--- src/rtl/out_uart_tx.sv ---
// Buffers 16-bit OUT words in a small FIFO and sends each one as two 8N1 UART bytes,
// low byte first, so the core never stalls on the serial line.
module out_uart_tx #(
  parameter int unsigned CLKS_PER_BIT    = 104,
  parameter int unsigned FIFO_ADDR_WIDTH = 2
) (
  input  logic        i_clk,
  input  logic        i_reset,
  input  logic [15:0] i_data,
  input  logic        i_valid,
  output logic        o_ready,
  output logic        o_tx,
  output logic        o_busy,
  output logic        o_overflow
);

  localparam int unsigned Depth = 1 << FIFO_ADDR_WIDTH;
  localparam int unsigned BaudW = (CLKS_PER_BIT > 1) ? $clog2(CLKS_PER_BIT) : 1;
  localparam logic [BaudW-1:0] BaudLast = BaudW'(CLKS_PER_BIT - 1);
  localparam logic [FIFO_ADDR_WIDTH:0] CountFull = (FIFO_ADDR_WIDTH + 1)'(Depth);

  typedef enum logic [1:0] {StIdle, StStart, StData, StStop} state_e;

  logic [15:0]                mem [Depth];
  logic [FIFO_ADDR_WIDTH-1:0] wr_ptr_q, rd_ptr_q;
  logic [FIFO_ADDR_WIDTH:0]   count_q;
  logic                       overflow_q;
  logic                       full, empty, push, pop;

  state_e         state_q, state_d;
  logic [BaudW-1:0] baud_q, baud_d;
  logic [2:0]     bit_idx_q, bit_idx_d;
  logic           byte_sel_q, byte_sel_d;
  logic [15:0]    word_q, word_d;
  logic           tx_q, tx_d;
  logic [7:0]     cur_byte;
  logic           baud_end;

  assign full     = (count_q == CountFull);
  assign empty    = (count_q == '0);
  // The full flag is the pre-edge value, so a same-edge pop never makes room for a push.
  assign push     = i_valid && !full;
  assign cur_byte = byte_sel_q ? word_q[15:8] : word_q[7:0];
  assign baud_end = (baud_q == BaudLast);

  always_ff @(posedge i_clk) begin
    if (i_reset) begin
      wr_ptr_q   <= '0;
      rd_ptr_q   <= '0;
      count_q    <= '0;
      overflow_q <= 1'b0;
    end else begin
      if (push) wr_ptr_q <= wr_ptr_q + 1'b1;
      if (pop)  rd_ptr_q <= rd_ptr_q + 1'b1;
      if (push && !pop) begin
        count_q <= count_q + 1'b1;
      end else if (pop && !push) begin
        count_q <= count_q - 1'b1;
      end
      if (i_valid && full) overflow_q <= 1'b1;
    end
  end

  always_ff @(posedge i_clk) begin
    if (push && !i_reset) mem[wr_ptr_q] <= i_data;
  end

  always_comb begin
    state_d    = state_q;
    baud_d     = baud_q;
    bit_idx_d  = bit_idx_q;
    byte_sel_d = byte_sel_q;
    word_d     = word_q;
    tx_d       = tx_q;
    pop        = 1'b0;

    unique case (state_q)
      StIdle: begin
        tx_d = 1'b1;
        if (!empty) begin
          pop        = 1'b1;
          word_d     = mem[rd_ptr_q];
          byte_sel_d = 1'b0;
          baud_d     = '0;
          tx_d       = 1'b0;
          state_d    = StStart;
        end
      end
      StStart: begin
        if (baud_end) begin
          baud_d    = '0;
          bit_idx_d = '0;
          tx_d      = cur_byte[0];
          state_d   = StData;
        end else begin
          baud_d = baud_q + 1'b1;
        end
      end
      StData: begin
        if (baud_end) begin
          baud_d = '0;
          if (bit_idx_q == 3'd7) begin
            tx_d    = 1'b1;
            state_d = StStop;
          end else begin
            bit_idx_d = bit_idx_q + 3'd1;
            tx_d      = cur_byte[bit_idx_d];
          end
        end else begin
          baud_d = baud_q + 1'b1;
        end
      end
      StStop: begin
        if (baud_end) begin
          baud_d = '0;
          if (!byte_sel_q) begin
            byte_sel_d = 1'b1;
            tx_d       = 1'b0;
            state_d    = StStart;
          end else if (!empty) begin
            // Next word follows immediately with no idle bit.
            pop        = 1'b1;
            word_d     = mem[rd_ptr_q];
            byte_sel_d = 1'b0;
            tx_d       = 1'b0;
            state_d    = StStart;
          end else begin
            tx_d    = 1'b1;
            state_d = StIdle;
          end
        end else begin
          baud_d = baud_q + 1'b1;
        end
      end
    endcase
  end

  always_ff @(posedge i_clk) begin
    if (i_reset) begin
      state_q    <= StIdle;
      baud_q     <= '0;
      bit_idx_q  <= '0;
      byte_sel_q <= 1'b0;
      word_q     <= '0;
      tx_q       <= 1'b1;
    end else begin
      state_q    <= state_d;
      baud_q     <= baud_d;
      bit_idx_q  <= bit_idx_d;
      byte_sel_q <= byte_sel_d;
      word_q     <= word_d;
      tx_q       <= tx_d;
    end
  end

  assign o_ready    = !full;
  assign o_tx       = tx_q;
  assign o_busy     = !empty || (state_q != StIdle);
  assign o_overflow = overflow_q;

endmodule
--- config.mk ---
export PLATFORM = sky130hd
export DESIGN_NAME = out_uart_tx
export DESIGN_NICKNAME = d
export VERILOG_FILES = /design/src/rtl/out_uart_tx.sv
export SDC_FILE = /design/constraint.sdc
export NUM_CORES = 1
export LEC_CHECK = 0
export BUFFER_PORTS_ARGS = -buffer_cell sky130_fd_sc_hd__clkbuf_2
export CORE_ASPECT_RATIO = 1.1
export CORE_UTILIZATION = 55
export DETAILED_ROUTE_END_ITERATION = 8
export PLACE_DENSITY = 0.74
export SYNTH_ARGS = -nofsm -noshare
export SYNTH_HDL_FRONTEND = slang
export SYNTH_SLANG_ARGS = --single-unit
--- constraint.sdc ---
create_clock -name i_clk -period 7.55 [get_ports i_clk]
set_clock_uncertainty 0.15 [all_clocks]
set_input_delay 1.51 -clock i_clk [delete_from_list [all_inputs] [get_ports i_clk]]
set_output_delay 1.51 -clock i_clk [all_outputs]
set_load 0.03 [all_outputs]
### Word-level counts from Yosys, hierarchy flattened

Memories as Yosys holds them, arrays and structs flattened. A register that Yosys moved wholly into a read port is not among the register bits.
Index checks and enable logic that the tools add are counted.

| storage, ports and cells | value |
|---|---|
| register bits | 38 |
| memory bits (writable) | 64 |
| bits of input ports | 19 |
| output and inout port bits | 4 |
| logic and storage cells | 97 |
| memories | 1 |

Memories:

| memory | depth | bits a word | rd ports | clocked after memory_dff | write ports | line | RTL |
|---|---|---|---|---|---|---|---|
| mem | 4 | 16 | 1 | 1 | 1 | 24 | `logic [15:0] mem [Depth];` |

| cells by class | value |
|---|---|
| add/subtract/negate cells | 6 |
| magnitude comparators | 1 |
| eq/ne operators | 13 |
| mux-type cells | 43 |
| reduce and logical (&&, ||, !) cells | 23 |

Operator list:

| cell | number |
|---|---|
| $mux 16 | 3 |
| $pmux 16 s2 | 1 |
| $mux 1 | 17 |
| $mux 3 | 5 |
| $mux 2 | 7 |
| $mux 7 | 2 |
| $ne 2x2->1 const B | 7 |
| $pmux 7 s2 | 1 |
| $reduce_and 3->1 | 3 |
| $mux 8 | 1 |
| $pmux 2 s4 | 1 |
| $reduce_bool 2->1 | 4 |
| $add 7x1->7 const B | 1 |
| $eq 7x7->1 const B | 1 |
| $add 3x1->3 const B | 2 |
| $eq 3x3->1 const B | 2 |
| $pmux 3 s2 | 1 |
| $logic_and 1x1->1 | 5 |
| $logic_not 1->1 | 5 |
| $reduce_and 5->1 | 1 |
| $add 2x1->2 const B | 2 |
| $eq 2x2->1 const B | 2 |
| $lt 3x4->1 const B | 1 |
| $pmux 1 s2 | 2 |
| other kinds (9) | 9 |

### Longest topological paths before layout

| depth | value |
|---|---|
| depth in word-level cells | 8 |
| mapped depth | 10 |
| gate-level depth less buffers | 10 |

### Least setup slack after synthesis

OpenSTA, ideal clock, no wires.

| timing | value |
|---|---|
| path type | input to register |
| start | input port i_valid |
| end | register count_q[2] |
| library setup time | 0.070 ns |
| data arrival time | 2.811 ns |
| required time | 7.330 ns |
| path slack | 4.518 ns |
| cell stages on the path | 8 |
| buffers on the path | 0 |
| cell sequence | nand2_1 -> inv_1 -> ha_1 -> inv_1 -> fa_1 -> xor2_1 -> or3_1 -> a21oi_1 |

| between the ends | value |
|---|---|
| longest elaborated chain between the ends | 4 |
| elaborated cells between the ends (all ways) | 6 |
| those cells by class | mux (1); reduce/logical (5) |

Ends and longest elaborated chain:

| what | line | RTL |
|---|---|---|
| start, declared | 10 | `input logic i_valid,` |
| $logic_and 1x1->1 * | 42 | `assign push = i_valid && !full;` |
| net push | 28 | `logic full, empty, push, pop;` |
| $logic_not 1->1 | 57 | `end else if (pop && !push) begin` |
| $logic_and 1x1->1 | 57 |  |
| $reduce_bool 2->1 (no source line) | - |  |
| end signal, assigned | 56 | `count_q <= count_q + 1'b1;` |
| end signal, assigned | 58 | `count_q <= count_q - 1'b1;` |
| end, declared | 26 | `logic [FIFO_ADDR_WIDTH:0] count_q;` |

The timed path passes the listed nets; every way through them passes the cells marked *.
A chain may end at the register's enable or synchronous reset.

### Final worst setup path

| timing | value |
|---|---|
| start | register state_q[0] |
| end | output port o_busy |

| between the ends | value |
|---|---|
| longest elaborated chain between the ends | 2 |

Ends and longest elaborated chain:

| what | line | RTL |
|---|---|---|
| start, declared | 30 | `state_e state_q, state_d;` |
| start signal, assigned | 140 | `state_q <= StIdle;` |
| start signal, assigned | 147 | `state_q <= state_d;` |
| $reduce_bool 2->1 | 158 | `assign o_busy = !empty \|\| (state_q != StIdle);` |
| $logic_or 1x1->1 | 158 |  |
| end, declared | 13 | `output logic o_busy,` |

No other way between the ends.

==> results.yml <==
finish:
  fin_nets: 373
  areaGrowthSynthToFinish_pct: 7.93
  final_common_cell: "edfxtp_1"
  diodes: 0
  finalNonFillerCells: 450
  final_design_area_no_fill_mm2: 0.00473
  layout_common_cells: "64 x edfxtp_1, 42 x nand2_1, 40 x dfxtp_1"
  drive_gt1_frac: 0.191
worst_setup_path:
  crit_required_ps: 5890
  critPathLaunchType: "flop"
  path_max_fanout: 8
  critPathMaxStageDelay_ps: 370
  r2r_slack_ps: 4830
  crit_type: "flop to primary output"
  worstReg2RegEnd: "count_q[2]"
  endpoint: "o_busy"
  worstSetupStartpoint: "state_q[0]"
  r2r-start: "baud_q[0]"
  arrival_ps: 1810
  reg2reg_depth: 10
  crit_path_end_kind: "primary output"
  cp_slowest_cell: "ha_1"
  cp_cell_sequence: "inv_1, ha_1, and2_1, inv_2, clkbuf_2"
placed_design:
  placed_cells: 434
  dp_hpwl_um: 4650
  dp_slack_ps: 3940
  port_buffers: 22
  dpl-instance-area_mm2: 0.00455
  routabilityCongestion: 0.801
power:
  p_per_area_mw_per_mm2: 333
  ir_drop_v: 0.000160
  p_leak_nw: 1.61
synth:
  netlist_area_mm2: 0.00439
  synthesis.nets: 355
  avgSynthCellArea_um2: 13.6
  synthFlopType: "edfxtp_1"
  postSynthCellCount: 322
  async_reset_ff_frac: 0
  synth_edf_count: 64
  synth_cell_types: 54
  yosysWarnings: 0
  yosysSeqAreaShare: 0.621
  synth_seq_cells: 104
clock_network:
  clockBufferDepth: 2
  post_cts_buffers: 0
  clk_pin_slew_ps: 100
  clock_latency_ps: 370
  cts_root_buffer: "clkbuf_8"
  post_cts_resized: 0
  cts-htree-levels: 3
  cts_buffers: 9
  hold_buffers: 0
  cts.sinks: 104
  cts_tree: "yes"
sta:
  setup_slack_ps: 4080
  fmax_ghz: 0.289
  maxSlewViolCount: 0
  timing.final.crit_period_ps: 3470
  final_hold_viol_count: 0
  tns_ps: 0
  setup_violations: 0
  finalCritPeriodShare: 0.459
  maxSlewHeadroom: 0.264
  hold_slack_ps: 312
  tightest_slew_ps: 1100
  grt_setup_unrepaired: "no"
grt:
  gr-total-overflow: 0
  grtUsageTotal: 0.196
  grt_pass1_vias: 2518
  antenna_found_initial: 0
  grt_max_degree: 42
  grt_pass1_wl_um: 12000
status:
  status: "complete, no violations"
floorplan:
  die_height_um: 95.7
  pin_count: 23
  start_util: 0.577
  die_x_um: 87.1
  num_rows: 33
  core_mm2: 0.00760
  die_area_mm2: 0.00834
route:
  first_pass_iters: 5
  num_vias: 2505
  finalWirelength_um: 7050
  routed_via_density: 5.57
  drc: 0
  ant_nets: 0
  wl_per_cell_um: 15.7
  first_iter_violations: 140
flow_run:
  drv_cap: 0
min_path:
  hold_path.class: "flop to flop"
[layer usage]
layer  up-vias  routed length (um)  part of all wire  global-route usage
met3         9                 169             0.024              0.0390
met2        32                3510              0.50               0.329
met5         -                   0                 0                   0
met4         0                 115             0.016              0.0697
met1      1231                3250              0.46               0.254
li1       1233                   -                 -                   -
[worst min path at each step]
stage / slack, ps / cells past startpoint / endpoint / start
finish: 310 / 2 / word_q[15] / word_q[15]
global route: 340 / 2 / word_q[14] / word_q[14]
CTS: 310 / 2 / word_q[15] / word_q[15]
detailed placement: 300 / 2 / word_q[15] / word_q[15]
global placement: 290 / 2 / word_q[12] / word_q[12]
floorplan: 280 / 2 / word_q[12] / word_q[12]
[flip-flops by register name (all words and copies together), names as in the netlist, named ones only]
signal      count
byte_sel_q      1
o_overflow      1
word_q         16
baud_q          7
mem            64
count_q         3
rd_ptr_q        2
wr_ptr_q        2
o_tx            1
state_q         2
bit_idx_q       3
[cell type report]
| cell class | count | area (um^2) |
|---|---|---|
| clock inverter | 7 | 61.3 |
| tap | 105 | 131 |
| fill | 605 | 2860 |
| clock buffer | 9 | 124 |
| timing repair buffer | 22 | 110 |
| sequential | 104 | 2720 |
| inverter | 10 | 37.5 |
| multi-input combinational | 193 | 1550 |
[stage by stage]
step	util	power (mW)
2_1_floorplan	-	1.17
3_3_place_gp	0.599	1.25
3_5_place_dp	0.599	1.27
4_1_cts	0.623	1.59
5_1_grt	0.623	1.68
6_report	0.623	1.58
[synthesized netlist by cell type, types with 3 or more instances]
library cell	n	share of area
nor2_1	19	0.016
nand2_1	42	0.036
and2_1	6	0.0086
a21oi_1	26	0.030
mux4_2	18	0.092
o21ai_0	5	0.0057
inv_1	9	0.0077
nand4_1	3	0.0043
nand3_1	5	0.0057
dfxtp_1	40	0.18
xor2_1	3	0.0060
edfxtp_1	64	0.44
clkbuf_1	8	0.0068
buf_2	3	0.0034
ha_1	13	0.037
mux2i_1	7	0.016
[critical path: cells and delay by family (launching register included)]
family	cells	cell delay, ps
DFF	1	340
adders and majority gates	1	370
buffers and inverters	3	450
and+or+nand+nor	1	280
[kinds of logic after synthesis]
family,after synthesis,synth area share
AND/OR/NAND/NOR,95,0.110
multiplexers,26,0.111
AO/OA/AOI/OAI,53,0.0799
buffers and inverters,25,0.0265
flip-flops,104,0.621
XOR/XNOR,5,0.00999
adder cells (fa/ha/maj),14,0.0417
[report_power, final]
group / switching [mW] / internal [mW]
sequential: 0.0747 / 0.683
combinational: 0.279 / 0.214
clock: 0.198 / 0.127
(Power assumes the default switching activity.)
